File: src/rtl/fsm_lib_pkg.sv
// Shared types and helpers for the serial FSM detector library.
// Holds the scanner state encoding and a constant-width helper.
package fsm_lib_pkg;

    typedef enum logic [1:0] {
        IDLE  = 2'd0,
        SHIFT = 2'd1,
        DONE  = 2'd2
    } scan_state_t;

    // Number of bits needed to index 'value' distinct items.
    function automatic int clog2(input int value);
        int r;
        int v;
        r = 0;
        v = value - 1;
        while (v > 0) begin
            r = r + 1;
            v = v >> 1;
        end
        return r;
    endfunction

endpackage

File: src/rtl/ones_run_detect.sv
// Serial ones-run detector: tracks the current run, the longest run and
// how many runs reached MIN_RUN, one bit per enabled cycle.
module ones_run_detect
    import fsm_lib_pkg::*;
#(
    parameter int WIDTH   = 16,
    parameter int MIN_RUN = 2,
    parameter int CNT_W   = clog2(WIDTH + 1)
) (
    input  logic             clk,
    input  logic             rst,
    input  logic             clr,
    input  logic             en,
    input  logic             bit_in,
    output logic             det,
    output logic [CNT_W-1:0] run_len,
    output logic [CNT_W-1:0] run_count,
    output logic [CNT_W-1:0] max_run
);

    logic             prev_bit;
    logic [CNT_W-1:0] run_inc;

    assign run_inc = (run_len == CNT_W'(WIDTH)) ? run_len : run_len + 1'b1;
    assign det     = en & bit_in & prev_bit;

    // A run is counted on the bit that makes it exactly MIN_RUN long, so a
    // run that reaches the MSB is counted without needing a trailing zero.
    always_ff @(posedge clk or posedge rst) begin
        if (rst) begin
            prev_bit  <= 1'b0;
            run_len   <= '0;
            run_count <= '0;
            max_run   <= '0;
        end else if (clr) begin
            prev_bit  <= 1'b0;
            run_len   <= '0;
            run_count <= '0;
            max_run   <= '0;
        end else if (en) begin
            prev_bit <= bit_in;
            if (bit_in) begin
                run_len <= run_inc;
                if (run_inc == CNT_W'(MIN_RUN)) begin
                    run_count <= run_count + 1'b1;
                end
                if (run_inc > max_run) begin
                    max_run <= run_inc;
                end
            end else begin
                run_len <= '0;
            end
        end
    end

endmodule

File: src/rtl/ones_run_scanner.sv
// Accepts a word over valid/ready, shifts it LSB-first through the ones-run
// detector and holds the run statistics until the consumer takes them.
module ones_run_scanner
    import fsm_lib_pkg::*;
#(
    parameter int WIDTH   = 16,
    parameter int MIN_RUN = 2,
    parameter int CNT_W   = clog2(WIDTH + 1)
) (
    input  logic             clk,
    input  logic             rst,
    input  logic             in_valid,
    output logic             in_ready,
    input  logic [WIDTH-1:0] in_data,
    input  logic             abort,
    output logic             out_valid,
    input  logic             out_ready,
    output logic [CNT_W-1:0] run_count,
    output logic [CNT_W-1:0] max_run,
    output logic             busy,
    output logic             ser_valid,
    output logic             ser_bit,
    output logic             det
);

    scan_state_t      state;
    scan_state_t      state_n;
    logic [WIDTH-1:0] sreg;
    logic [CNT_W-1:0] idx;
    logic             accept;
    logic             last_bit;
    logic             det_clr;
    logic [CNT_W-1:0] det_count;
    logic [CNT_W-1:0] det_max;
    logic [CNT_W-1:0] unused_run_len;

    assign accept    = (state == IDLE) & in_valid & ~abort;
    assign last_bit  = (idx == CNT_W'(WIDTH - 1));
    assign det_clr   = accept | ((state != IDLE) & abort) | ((state == DONE) & out_ready);

    assign in_ready  = (state == IDLE);
    assign busy      = (state != IDLE);
    assign out_valid = (state == DONE);
    assign ser_valid = (state == SHIFT);
    assign ser_bit   = sreg[0];

    // Counters are only meaningful once the scan has finished.
    assign run_count = out_valid ? det_count : '0;
    assign max_run   = out_valid ? det_max   : '0;

    always_ff @(posedge clk or posedge rst) begin
        if (rst) begin
            state <= IDLE;
        end else begin
            state <= state_n;
        end
    end

    always_comb begin
        state_n = state;
        case (state)
            IDLE: begin
                if (accept) state_n = SHIFT;
            end
            SHIFT: begin
                if (abort)         state_n = IDLE;
                else if (last_bit) state_n = DONE;
            end
            DONE: begin
                if (abort || out_ready) state_n = IDLE;
            end
            default: state_n = IDLE;
        endcase
    end

    // The shift register is emptied on abort so a cancelled word never
    // leaks onto ser_bit while idle.
    always_ff @(posedge clk or posedge rst) begin
        if (rst) begin
            sreg <= '0;
            idx  <= '0;
        end else if (accept) begin
            sreg <= in_data;
            idx  <= '0;
        end else if (state == SHIFT) begin
            if (abort) begin
                sreg <= '0;
                idx  <= '0;
            end else begin
                sreg <= sreg >> 1;
                idx  <= last_bit ? '0 : idx + 1'b1;
            end
        end
    end

    ones_run_detect #(
        .WIDTH   (WIDTH),
        .MIN_RUN (MIN_RUN),
        .CNT_W   (CNT_W)
    ) u_detect (
        .clk       (clk),
        .rst       (rst),
        .clr       (det_clr),
        .en        (ser_valid),
        .bit_in    (ser_bit),
        .det       (det),
        .run_len   (unused_run_len),
        .run_count (det_count),
        .max_run   (det_max)
    );

endmodule

File: config.mk
export PLATFORM = sky130hd
export DESIGN_NAME = ones_run_scanner
export DESIGN_NICKNAME = d
export VERILOG_FILES = /design/src/rtl/fsm_lib_pkg.sv /design/src/rtl/ones_run_detect.sv /design/src/rtl/ones_run_scanner.sv
export SDC_FILE = /design/constraint.sdc
export NUM_CORES = 1
export LEC_CHECK = 0
export CORE_MARGIN = 2
export CORE_UTILIZATION = 40
export CTS_CLUSTER_SIZE = 8
export DETAILED_ROUTE_END_ITERATION = 10
export HOLD_SLACK_MARGIN = 0.12
export PLACE_DENSITY_LB_ADDON = 0.12
export REMOVE_ABC_BUFFERS = 1
export SLEW_MARGIN = 20
export SYNTH_ARGS = -nofsm -noshare
export SYNTH_HDL_FRONTEND = slang
export SYNTH_HIERARCHICAL = 1
export SYNTH_SLANG_ARGS = --single-unit
File: constraint.sdc
create_clock -name clk -period 2.5 [get_ports clk]
set_input_delay 0.625 -clock clk [delete_from_list [all_inputs] [get_ports clk]]
set_output_delay 0.625 -clock clk [all_outputs]
set_load 0.05 [all_outputs]
==> results of run 1 <==
[stage by stage]
step / total power, uW / std cells / setup WS (ps) / hold WS [ps] / cell area, sq um
after floorplan: 881.1 / 214 / -263.2 / 448.5 / 2242
after global placement: 1006 / 334 / 174.7 / 472.9 / 2945
after detailed placement: 1007 / 334 / 136.3 / 472.0 / 2945
after CTS: 1443 / 342 / 114.1 / 491.8 / 3030
after global routing: 1497 / 342 / -38.81 / 504.1 / 3032
final: 1413 / 342 / 171.7 / 483.7 / 3032
[final cells by class]
class / instances / area share [%]
Sequential cell: 39 / 32.23
Clock inverter: 2 / 0.4127
Clock buffer: 6 / 2.394
Timing Repair Buffer: 48 / 20.22
Tap cell: 72 / 2.972
Multi-Input combinational cell: 159 / 39.79
Inverter: 16 / 1.981
[layout by cell type (no fill, tap or decap), drive strengths merged, types with 2 or more instances in the layout]
cell type,instances
a21oi,11
a22oi,15
a2bb2oi,2
and2,10
and3,3
buf,27
clkbuf,6
clkdlybuf4s50,21
dfrtp,39
ha,10
inv,16
mux2,5
mux2i,8
nand2,2
nand2b,20
nand3,10
nand4b,2
nor2,10
nor2b,8
nor3,2
nor4,3
o21a,2
o21ai,3
o2bb2ai,16
xnor2,3
[flip-flops by register name (all words and copies together), names as in the netlist]
signal              count
state                   2
idx                     5
u_detect/max_run        5
u_detect/prev_bit       1
u_detect/run_len        5
sreg                   16
u_detect/run_count      5
[critical path, delay by kind of cell, from the launching register on]
kind,cells,cell delay (ps)
buf+inv,1,60
simple gates,2,370
compound gates,3,710
flops,1,420
fa+ha+maj,2,470
mux,1,230
[path summary, 6_finish.rpt]
| path | start | end | slack, ps | cells past startpoint |
|---|---|---|---|---|
| max | u_detect/run_len[0] | u_detect/max_run[3] | 170 | 9 |
| min in group asynchronous | rst | sreg[0] | 700 | 3 |
| min | idx[4] | idx[4] | 480 | 1 |
| max in group asynchronous | rst | u_detect/run_len[0] | 1310 | 2 |
| max reg2reg | u_detect/run_len[0] | u_detect/max_run[3] | 170 | 9 |
| min reg2reg | idx[4] | idx[4] | 480 | 1 |
[layer usage]
layer  share of wire [%]  global-route usage, %  vias to the layer above
met5                   0                      0                        -
met4                 1.3                  5.085                        0
met3                 3.5                  3.933                        6
met2                  48                  26.58                       35
met1                  47                  20.51                      868
li1                    -                      -                      903
[power groups by stage]
stage | registers, uW | clock network, uW | logic [uW]
after CTS | 707 | 447 | 289
after global routing | 713 | 469 | 315
final | 708 | 421 | 284
after global placement | 719 | 0 | 286
after detailed placement | 718 | 0 | 289
after floorplan | 730 | 0 | 151
[Yosys cell counts (all sizes together), types with 3 or more instances]
master | number | share of area (%)
inv | 16 | 2.6
a22oi | 15 | 4.8
mux2i | 8 | 3.4
a21oi | 11 | 2.4
nand3 | 10 | 2.1
o2bb2ai | 16 | 6.0
mux2 | 5 | 2.6
and2 | 10 | 2.7
nor4 | 3 | 0.80
dfrtp | 39 | 42
nand2b | 20 | 5.7
buf | 11 | 3.5
clkbuf | 3 | 0.48
ha | 10 | 5.4
and3 | 3 | 1.0
nor2b | 8 | 2.1
xnor2 | 3 | 1.4
nor2 | 10 | 1.6
o21ai | 3 | 1.1
[kinds of logic after synthesis]
group | after synthesis
buf+inv | 30
flops | 39
fa+ha+maj | 10
xor+xnor | 4
simple gates | 76
compound gates | 56
mux | 13
[what timing repair did]
| action | 4_1_cts | 5_1_grt |
|---|---|---|
| resized for setup | 0 | 1 |
| setup buffers | 0 | 0 |
| setup endpoints to repair | 0 | 5 |
==> flow_summary_export.csv, run 1 <==
group,metric,value,unit
sta,period_needed,2328,ps
layout,n_fill_cell,510,
power_and_ir_drop,p_int,1010,uW
clocking,htreeDepth,2,
setup_path,cp_max_fo,7,
power_and_ir_drop,clockPowerShare,29.8,%
logic_synthesis,synth.distinct_cells,49,
clocking,clk_latency,290,ps
clocking,cts_buffers,5,
power_and_ir_drop,peakVddDrop,292.9,uV
route,drc,0,
grt,antenna_found_initial,0,
route,drt-total-wl,4.681,mm
route,wl_per_cell,13.69,um
sta,setup_viol,0,
logic_synthesis,netlist_area,2336,sq um
setup_path,cp-start-kind,"flip-flop",
clocking,path_clk_slew,80,ps
logic_synthesis,synth_compound_area_share,18.43,%
clocking,clock-sinks,39,
setup_path,cp-end-kind,"flip-flop",
floorplanning,io_pins,37,
layout,multi_input_area,1206,sq um
layout,area_growth,29.78,%
floorplanning,start_util,41.91,%
layout,final_util,54.39,%
setup_path,required,2720,ps
route,drtIter0Drc,70,
sta,worst_pin_slew,636.9,ps
logic_synthesis,synth_adder_area_share,5.356,%
logic_synthesis,ys_ff_latch,39,
grt,grt_max_degree,27,
power_and_ir_drop,comb_power_share,20.1,%
setup_path,path_class,"flip-flop to flip-flop",
logic_synthesis,ys_warn_count,6,
placement,gp_congestion,0.7916,
setup_path,cp_slowest_stage_delay,420,ps
logic_synthesis,yosys.area_share.simple,20.03,%
floorplanning,fp.dieH,80.42,um
sta,fin_skew,3.908,ps
sta,hold_viol,0,
logic_synthesis,synth_edf_count,0,
layout,layout.nets,300,
min_path,min_path_type,"flip-flop to flip-flop",
power_and_ir_drop,power_switching,402.5,uW
placement,hpwl,3.365,mm
power_and_ir_drop,sw_frac_of_total,28.49,%
floorplanning,fp.dieW,80.42,um
floorplanning,core.rowCount,27,
setup_path,crit_path_frequent_cell,"ha_1",
grt,grt_pass1_wl,8.114,mm
sta,rsz0062_at_grt,"true",
floorplanning,core_area,5574,sq um
power_and_ir_drop,seq_power_share,50.1,%
power_and_ir_drop,powerDensity,466.1,nW/um^2
logic_synthesis,yosysSeqAreaShare,41.78,%
job,max_cap_violations,0,
logic_synthesis,muxShareOfSynthArea,5.999,%
run_status,status,"finished clean",
route,dr.pass1.iters,4,
sta,slew_headroom,57.49,%
placement,io_buffers,36,
setup_path,slowest_stage,"dfrtp_2",
sta,fin_crit_sh,93.13,%
logic_synthesis,synth.avg_cell_area,10.25,sq um
logic_synthesis,netlist_instances,228,
sta,final.setup.tns,0,ps
logic_synthesis,synth_xor_area_share,1.821,%
clocking,ctsHoldBuffers,0,
logic_synthesis,synth_top_family_by_area,"simple AND/OR/NAND/NOR gates",
grt,grt_pass1_vias,1766,
route,final_antenna_net_count,0,
layout,seq_area,977.2,sq um
logic_synthesis,synthFlopType,"dfrtp_1",
grt,grt.overflow.total,0,
sta,slew_viol_final,0,
grt,track_usage,16.02,%
floorplanning,dieArea,6467,sq um
setup_path,cp.arrival,2550,ps
route,num_vias,1812,
clocking,cts_tree,"done",
logic_synthesis,synthArstFlopShare,100.0,%
setup_path,crit_path_cell_trace,"inv_1 -> ha_1 -> and3b_2 -> o21ai_4 -> ha_1 -> and3_1 -> o21a_1 -> o31ai_1 -> mux2i_1",
sta,fmax,0.4295,GHz
route,routed_via_density,5.298,
layout,antennaDiodeCount,0,
clocking,clockRootBuffer,"clkbuf_8",
clocking,clk_path_buf_depth,2,
power_and_ir_drop,p_leak,0.001293,uW
layout,final_layout_size_suffix_gt1_share,17.41,%
Power figures use the tool's default switching activity.
==> inputs of run 2 (changes only) <==
RECOVER_POWER = 50   (was not set)
==> flow_summary_export.csv, run 2 (same netlist as run 1, synthesis figures left out) <==
group,metric,value,unit
floorplanning,io_pins,37,
layout,mostFrequentLayoutCells,"dfrtp_1, nand2b_1, clkdlybuf4s50_1",
power_and_ir_drop,peakVddDrop,291.9,uV
route,dr.pass1.iters,4,
sta,period_needed,2327,ps
placement,hpwl,3.365,mm
route,drtIter0Drc,65,
power_and_ir_drop,p_leak,0.001283,uW
sta,fin_skew,3.927,ps
route,num_vias,1812,
grt,grt_pass1_wl,8.114,mm
layout,antennaDiodeCount,0,
clocking,clk_latency,290,ps
placement,io_buffers,36,
clocking,htreeDepth,2,
sta,worst_pin_slew,1235,ps
setup_path,cp_max_fo,7,
layout,final_layout_size_suffix_gt1_share,16.67,%
power_and_ir_drop,powerDensity,467.0,nW/um^2
sta,fmax,0.4297,GHz
setup_path,cp-start-kind,"flip-flop",
sta,setup_viol,0,
floorplanning,fp.dieH,80.42,um
route,drt-total-wl,4.670,mm
setup_path,cp-end-kind,"flip-flop",
grt,grt_max_degree,27,
power_and_ir_drop,seq_power_share,50.2,%
floorplanning,start_util,41.91,%
power_and_ir_drop,comb_power_share,20.0,%
grt,grt_pass1_vias,1766,
layout,largest_register_ff_count,16,
placement,placed_cell_area,2945,sq um
clocking,clk_path_buf_depth,2,
placement,gp_congestion,0.7916,
min_path,min_path_type,"flip-flop to flip-flop",
route,drc,0,
layout,area_growth,29.30,%
sta,fin_ws,172.8,ps
setup_path,path_class,"flip-flop to flip-flop",
setup_path,required,2720,ps
sta,hold_viol,0,
power_and_ir_drop,p_int,1008,uW
clocking,clock-sinks,39,
route,final_antenna_net_count,0,
floorplanning,dieArea,6467,sq um
clocking,postCtsSetupBuffers,0,
power_and_ir_drop,clockPowerShare,29.9,%
route,wl_per_cell,13.65,um
grt,antenna_found_initial,0,
layout,regMostFlops,"sreg",
clocking,ctsHoldBuffers,0,
sta,fin_crit_sh,93.09,%
sta,slew_viol_final,0,
layout,final_common_cell,"dfrtp_1",
job,max_cap_violations,0,
run_status,status,"finished clean",
clocking,ctsResizeCount,0,
placement,pre_cts_slack,136.3,ps
floorplanning,core_area,5574,sq um
sta,slew_headroom,17.68,%
clocking,clockRootBuffer,"clkbuf_8",
grt,grt.overflow.total,0,
power_and_ir_drop,sw_frac_of_total,28.53,%
floorplanning,core.rowCount,27,
setup_path,cp.arrival,2550,ps
clocking,cts_tree,"done",
floorplanning,fp.dieW,80.42,um
power_and_ir_drop,power_switching,402.4,uW
sta,rsz0062_at_grt,"true",
clocking,path_clk_slew,80,ps
layout,design_area,3020,sq um
clocking,cts_buffers,5,
grt,track_usage,16.02,%
layout,layout.nets,300,
route,routed_via_density,5.298,
==> run 2: cell count changes in the layout (fill, tap and decap cells not counted), sizes merged <==
cell           before  now
buf                27   26
clkbuf              6    7
dlygate4sd3         0    2
clkdlybuf4s50      21   19
==> run 2: metrics by stage <==
| step | TNS, ps | utilization (%) | hold slack (ps) | cells | power (uW) |
|---|---|---|---|---|---|
| after floorplan | -2751 | - | 448.5 | 214 | 881.1 |
| after detailed placement | 0 | 52.84 | 472.0 | 334 | 1007 |
| final | 0 | 54.19 | 482.8 | 342 | 1410 |
| after global placement | 0 | 52.84 | 472.9 | 334 | 1006 |
| after CTS | 0 | 54.37 | 491.8 | 342 | 1443 |
| after global routing | -132.1 | 54.19 | 504.1 | 342 | 1494 |
==> run 2: worst paths after layout <==
| kind | slack (ps) | end | start | cells past startpoint |
|---|---|---|---|---|
| setup / recovery | 170 | u_detect/max_run[3] | u_detect/run_len[0] | 9 |
| hold / removal | 480 | idx[4] | idx[4] | 1 |
| setup reg to reg | 170 | u_detect/max_run[3] | u_detect/run_len[0] | 9 |
| hold reg to reg | 480 | idx[4] | idx[4] | 1 |
| max in group asynchronous | 580 | state[1] | rst | 3 |
| min in group asynchronous | 880 | u_detect/run_len[4] | rst | 2 |
==> run 2: final cells by class <==
type / instances / area, sq um
fillers: 514 / 2554
multi-input cells: 159 / 1199
flip-flops and latches: 39 / 977.2
repair buffers: 48 / 609.3
well taps: 72 / 90.09
clock buffers: 6 / 72.57
inverters: 16 / 60.06
clock inverters: 2 / 12.51
==> run 2: power by group through the flow <==
stage / sequential (uW) / clock [uW] / combinational (uW)
finish: 708 / 421 / 282
global route: 713 / 469 / 312
CTS: 707 / 447 / 289
detailed placement: 718 / 0 / 289
global placement: 719 / 0 / 286
floorplan: 730 / 0 / 151
==> run 2: metal layers <==
metal | up-vias | routed length, um | GRT usage, %
met5 | - | 0 | 0
met4 | 0 | 61 | 5.085
met3 | 6 | 165 | 3.933
met2 | 34 | 2250 | 26.58
met1 | 869 | 2193 | 20.51
li1 | 903 | - | -
==> run 2: worst max-delay path, cell delays in order (launching register included) <==
cell	delay, ps
dfrtp_2	420
inv_1	60
ha_1	200
and3b_2	210
o21ai_4	240
ha_1	270
and3_1	160
o21a_1	110
o31ai_1	360
mux2i_1	230
